File: config.mk
export PLATFORM = sky130hd
export DESIGN_NAME = elite_7seg_display
export DESIGN_NICKNAME = d
export VERILOG_FILES = /design/src/rtl/elite_7seg_display.sv
export SDC_FILE = /design/constraint.sdc
export NUM_CORES = 1
export LEC_CHECK = 0
export ABC_AREA = 1
export ABC_CLOCK_PERIOD_IN_PS = 5400
export BUFFER_PORTS_ARGS = -buffer_cell sky130_fd_sc_hd__buf_2
export CAP_MARGIN = 20
export CORE_ASPECT_RATIO = 1.2
export CORE_MARGIN = 2
export CORE_UTILIZATION = 35
export CTS_CLUSTER_SIZE = 12
export DETAILED_ROUTE_END_ITERATION = 7
export GPL_TIMING_DRIVEN = 0
export PLACE_DENSITY = 0.5
export SKIP_LAST_GASP = 1
export SLEW_MARGIN = 25
export SYNTH_ARGS = -nofsm -noshare
export SYNTH_HDL_FRONTEND = slang
export SYNTH_SLANG_ARGS = --single-unit
File: constraint.sdc
create_clock -name CLOCK_50 -period 5.4 [get_ports CLOCK_50]
set_input_delay 0.54 -clock CLOCK_50 [delete_from_list [all_inputs] [get_ports CLOCK_50]]
set_output_delay 0.54 -clock CLOCK_50 [all_outputs]
set_load 0.005 [all_outputs]
File: src/rtl/elite_7seg_display.sv
// elite_7seg_display
//   Multi-digit seven-segment display engine. Holds an NUM_DIGITS-nibble
//   value that is either loaded from the SPI-side word or advanced by a
//   prescaled tick in hex or BCD. Segments are active-low (bit 0 = a,
//   bit 6 = g) and registered.
//
// Ports
//   CLOCK_50              in   system clock, rising edge
//   Reset_7Seg            in   synchronous active-high reset
//   Elite_7Seg_Disp_Word  in   load value, nibble k -> digit k
//   Elite_7Seg_Set_Flag   in   load strobe (priority over a tick)
//   Elite_7Seg_Mode       in   00 static, 01 hex count, 10 BCD count, 11 blank
//   Elite_7Seg_Segs       out  digit k at [7k+6:7k], 1 = segment off
//   Elite_7Seg_Wrap       out  one-cycle pulse when the count rolls over
//
// Build option
//   ELITE_7SEG_LZ_BLANK_EN : when defined, digits above the most significant
//   nonzero digit are blanked (digit 0 always shown).

module elite_7seg_display #(
  parameter int NUM_DIGITS = 6,
  parameter int PRESCALE   = 50000000,
  parameter int PS_W       = 26
) (
  input  logic                    CLOCK_50,
  input  logic                    Reset_7Seg,
  input  logic [4*NUM_DIGITS-1:0] Elite_7Seg_Disp_Word,
  input  logic                    Elite_7Seg_Set_Flag,
  input  logic [1:0]              Elite_7Seg_Mode,
  output logic [7*NUM_DIGITS-1:0] Elite_7Seg_Segs,
  output logic                    Elite_7Seg_Wrap
);

  localparam int VW = 4 * NUM_DIGITS;
  localparam int SW = 7 * NUM_DIGITS;

  typedef enum logic [1:0] {
    MODE_STATIC = 2'b00,
    MODE_HEX    = 2'b01,
    MODE_BCD    = 2'b10,
    MODE_BLANK  = 2'b11
  } mode_e;

  mode_e           w_mode;
  logic            w_tick;
  logic [VW-1:0]   w_val_hex;
  logic            w_hex_wrap;
  logic [VW-1:0]   w_val_bcd;
  logic            w_bcd_wrap;
  logic [SW-1:0]   w_segs_nxt;

  logic [PS_W-1:0] r_ps;
  logic [VW-1:0]   r_val;
  logic            r_wrap;
  logic [SW-1:0]   r_segs;

  assign w_mode = mode_e'(Elite_7Seg_Mode);
  assign w_tick = (r_ps == PS_W'(PRESCALE - 1));

  function automatic logic [6:0] f_decode(input logic [3:0] d);
    case (d)
      4'h0: f_decode = 7'b1000000;
      4'h1: f_decode = 7'b1111001;
      4'h2: f_decode = 7'b0100100;
      4'h3: f_decode = 7'b0110000;
      4'h4: f_decode = 7'b0011001;
      4'h5: f_decode = 7'b0010010;
      4'h6: f_decode = 7'b0000010;
      4'h7: f_decode = 7'b1111000;
      4'h8: f_decode = 7'b0000000;
      4'h9: f_decode = 7'b0010000;
      4'hA: f_decode = 7'b0001000;
      4'hB: f_decode = 7'b0000011;
      4'hC: f_decode = 7'b1000110;
      4'hD: f_decode = 7'b0100001;
      4'hE: f_decode = 7'b0000110;
      default: f_decode = 7'b0001110;
    endcase
  endfunction

  // Hex increment: the extra MSB is the carry out of the top digit.
  assign {w_hex_wrap, w_val_hex} = {1'b0, r_val} + (VW + 1)'(1);

  // BCD ripple: any digit >= 9 (including A-F) that sees a carry clears
  // and passes it on; a surviving carry means the whole value rolled to 0.
  always_comb begin
    logic v_c;
    v_c       = 1'b1;
    w_val_bcd = r_val;
    for (int unsigned k = 0; k < NUM_DIGITS; k++) begin
      if (v_c) begin
        if (r_val[4*k +: 4] >= 4'd9) begin
          w_val_bcd[4*k +: 4] = '0;
        end else begin
          w_val_bcd[4*k +: 4] = r_val[4*k +: 4] + 4'd1;
          v_c                 = 1'b0;
        end
      end
    end
    w_bcd_wrap = v_c;
  end

  always_comb begin
`ifdef ELITE_7SEG_LZ_BLANK_EN
    logic        v_seen;
    int unsigned v_k;
    v_seen     = 1'b0;
    v_k        = 0;
    w_segs_nxt = '1;
    // Scan from the top digit down; a digit shows once any digit at or
    // above it is nonzero, and digit 0 always shows.
    for (int unsigned i = 0; i < NUM_DIGITS; i++) begin
      v_k = NUM_DIGITS - 1 - i;
      if (r_val[4*v_k +: 4] != 4'd0) v_seen = 1'b1;
      if (w_mode != MODE_BLANK && (v_seen || v_k == 0))
        w_segs_nxt[7*v_k +: 7] = f_decode(r_val[4*v_k +: 4]);
    end
`else
    w_segs_nxt = '1;
    for (int unsigned k = 0; k < NUM_DIGITS; k++) begin
      if (w_mode != MODE_BLANK)
        w_segs_nxt[7*k +: 7] = f_decode(r_val[4*k +: 4]);
    end
`endif
  end

  always_ff @(posedge CLOCK_50) begin
    if (Reset_7Seg) begin
      r_ps   <= '0;
      r_val  <= '0;
      r_wrap <= 1'b0;
      r_segs <= '1;
    end else begin
      r_segs <= w_segs_nxt;
      if (Elite_7Seg_Set_Flag) begin
        r_val  <= Elite_7Seg_Disp_Word;
        r_ps   <= '0;
        r_wrap <= 1'b0;
      end else begin
        r_ps   <= w_tick ? '0 : r_ps + PS_W'(1);
        r_wrap <= 1'b0;
        if (w_tick) begin
          case (w_mode)
            MODE_HEX: begin
              r_val  <= w_val_hex;
              r_wrap <= w_hex_wrap;
            end
            MODE_BCD: begin
              r_val  <= w_val_bcd;
              r_wrap <= w_bcd_wrap;
            end
            default: ;
          endcase
        end
      end
    end
  end

  assign Elite_7Seg_Segs = r_segs;
  assign Elite_7Seg_Wrap = r_wrap;

endmodule
==> flow_metrics.py <==
metrics = {
    "clock_tree": {
        "clkSinkCount": 93,
        "cts_resized": 0,
        "clk_pin_slew_ps": 70,
        "cts_root_buf": "clkbuf_16",
        "cts_buffers": 9,
        "clk_path_buf_depth": 2,
        "h-tree-depth": 3,
        "cts_tree": "yes",
        "cts_setup_buffers": 0,
        "ctsHoldBuffers": 0,
        "clock_latency_ps": 360,
    },
    "synth": {
        "synth-main-ff-cell": "dfxtp_1",
        "seq_area_frac_synth_pct": 31.03,
        "syn-num-nets": 969,
        "synth_cell_types": 42,
        "synth_top_cell_area_share_pct": 31.03,
        "ys_warn_count": 0,
        "synth_edf_count": 0,
        "synth_top_cell_by_area": "dfxtp_1",
        "syn-instance-count": 900,
        "synthTopCellsByArea": "dfxtp_1, nand2_1, ha_1, nor2_1, inv_1",
        "synth_seq_cells": 93,
        "synthArstFlopShare_pct": 0,
        "syn-cell-area_um2": 6000,
        "synth.avg_cell_area_um2": 6.666,
    },
    "setup_path": {
        "crit_top_cell": "nor2_1",
        "rrSetupSlack_ps": 3110,
        "critPathLaunchType": "register",
        "crit_fanout": 8,
        "arrival_ps": 2500,
        "end_kind": "register",
        "crit_start": "r_val[0]",
        "crit_type": "reg2reg",
        "cpPeakStageDelay_ps": 550,
        "required_ps": 5620,
        "r2r-start": "r_val[0]",
        "crit_slowest_cell": "dfxtp_1",
        "path_cells": "inv_1, ha_1, nand3_1, nand2_1, nor2_2, nand4_1, nand2_2, nand2_2, inv_1, nor2_1, nor2_1, nor2_1",
    },
    "die": {
        "rows": 52,
        "die_area_um2": 18210,
        "initial_core_util_pct": 35.60,
        "die_y_um": 147.4,
        "die_w_um": 123.5,
        "ios": 72,
        "core_area_um2": 16850,
    },
    "detailed_routing": {
        "wire_per_inst_um": 15.26,
        "via_per_inst": 4.963,
        "drc": 0,
        "first_pass_iters": 5,
        "wl_mm": 18.35,
        "wl_met3_um": 697,
        "dr_total_vias": 5971,
        "wl_met2_mm": 8.747,
        "drt_iter0_drc": 414,
        "wl_met1_mm": 8.608,
        "antenna_left": 0,
        "top_layer": "met4",
    },
    "sta": {
        "relSlewSlack_pct": 42.02,
        "slew_viol_final": 0,
        "fmax_ghz": 0.4376,
        "hold_slack_ps": 457.9,
        "clock_skew_ps": 12.80,
        "rsz0062_at_grt": "false",
        "tns_ps": 0,
        "fin_crit_ps": 2285,
        "setup_viol": 0,
        "period_share_pct": 42.32,
        "worstMarginPinSlew_ps": 869.6,
        "final_hold_viol_count": 0,
    },
    "worst_hold_path": {
        "min_path_type": "in2reg",
        "hold_path_startpoint": "Elite_7Seg_Disp_Word[11]",
    },
    "pwr": {
        "clkPwrFrac_pct": 38.5,
        "vdd_drop_max_v": 0.0001431,
        "p_per_area_nw_per_um2": 254.1,
        "swShare_pct": 30.97,
        "seq_power_share_pct": 43.1,
        "pwr-share-comb_pct": 18.4,
        "leakage_nw": 2.849,
        "p_sw_mw": 0.5462,
        "p_int_mw": 1.218,
    },
    "global_route": {
        "grt_pass1_vias": 5609,
        "grt_usage_pct": 20.63,
        "grt_pass1_wl_mm": 29.11,
        "grt_max_degree": 19,
        "grt-ovfl-total": 0,
        "antenna_found_initial": 0,
    },
    "placement": {
        "place_congestion": 0.8542,
        "dp_hpwl_mm": 13.73,
        "portBuffers": 71,
    },
    "cells_and_area": {
        "n_antenna_cell": 0,
        "drive_above_1_share_pct": 14.89,
        "fin_nets": 1051,
        "area_growth_pct": 15.70,
    },
    "status": {
        "run_status": "complete, no violations",
    },
    "run": {
        "cap_violations": 0,
    },
}
per-layer routing:
layer  GRT usage (%)  up-vias
met3           3.009       19
li1                -     3128
met2           34.04      114
met5               0        -
met1           27.55     2710
met4           6.477        0
final cells by class:
cell class              instances  area [um2]
clock buffers                   9       225.2
well taps                     216       270.3
repair buffers                 71       355.3
clock inverters                 7       91.34
fillers                      1845        9910
flip-flops and latches         93        1862
plain buffers                  34       160.2
multi-input cells             674        3606
inverters                      99       371.6
registers in the layout (all words and copies together), names as in the netlist:
signal / cells
r_val: 24
r_ps: 26
Elite_7Seg_Wrap: 1
Elite_7Seg_Segs: 42
Yosys cell counts, types with 4 or more instances:
cell,number
dfxtp_1,93
o21ai_0,48
nand2_2,7
a21oi_1,56
nand2_1,212
xor2_1,9
nor2_2,8
inv_1,90
inv_2,7
a31oi_1,8
buf_2,8
o211ai_1,25
o311ai_0,7
or2_2,11
nand4_1,15
nand3_1,67
nor2_4,4
nor3_1,11
ha_1,40
nand3_2,4
clkbuf_1,20
nor2_1,111
o2111ai_1,4
metrics by stage:
step	setup slack [ps]	util, %	area, um2	power [mW]	cells
6_report	3115	41.19	6942	1.764	1203
5_1_grt	2888	41.19	6942	1.860	1203
4_1_cts	3096	41.19	6942	1.787	1203
3_5_place_dp	3077	39.32	6625	1.100	1187
3_3_place_gp	3081	39.32	6625	1.101	1187
2_1_floorplan	3650	-	6000	0.9811	900
power by group through the flow:
stage,registers [mW],clock network [mW],logic (mW)
2_1_floorplan,0.773,0,0.208
3_3_place_gp,0.775,0,0.325
3_5_place_dp,0.775,0,0.325
4_1_cts,0.760,0.701,0.326
5_1_grt,0.765,0.728,0.367
6_report,0.760,0.680,0.324
worst max-delay path: cells and delay by family (launching register included):
kind,cells,cell delay (ps)
AND/OR/NAND/NOR,9,1030
adder cells (fa/ha/maj),1,260
flip-flops,1,550
buffers and inverters,2,310
placed cells by master, fill, tap and decap left out, drive strengths merged:
cell type  count
a211oi         3
a21boi         1
a21oi         56
a31o           1
a31oi          8
and2           1
buf           85
bufinv         1
clkbuf        29
clkinv         4
clkinvlp       1
dfxtp         93
ha            40
inv          100
nand2        221
nand3         72
nand4         15
nor2         123
nor3          13
nor3b          4
nor4           3
o2111ai        4
o211ai        25
o21a           3
o21ai         48
o221ai         2
o311ai         7
o31ai          1
or2           13
xnor2          1
xor2           9
logic make-up after synthesis:
| family | synth area share, % |
|---|---|
| DFF | 31.03 |
| and+or+nand+nor | 34.62 |
| adders and majority gates | 8.342 |
| xor gates and xnor gates | 1.460 |
| AOI/OAI and AO/OA | 15.68 |
| buffers and inverters | 8.863 |
path summary, 6_finish.rpt:
kind	depth (start not counted)	to
worst max register to register	12	r_val[22]
worst min-delay path	3	r_val[11]
worst min register to register	2	r_ps[25]
worst max-delay path	12	r_val[22]
Note: power is estimated with default switching activity, not from simulation.
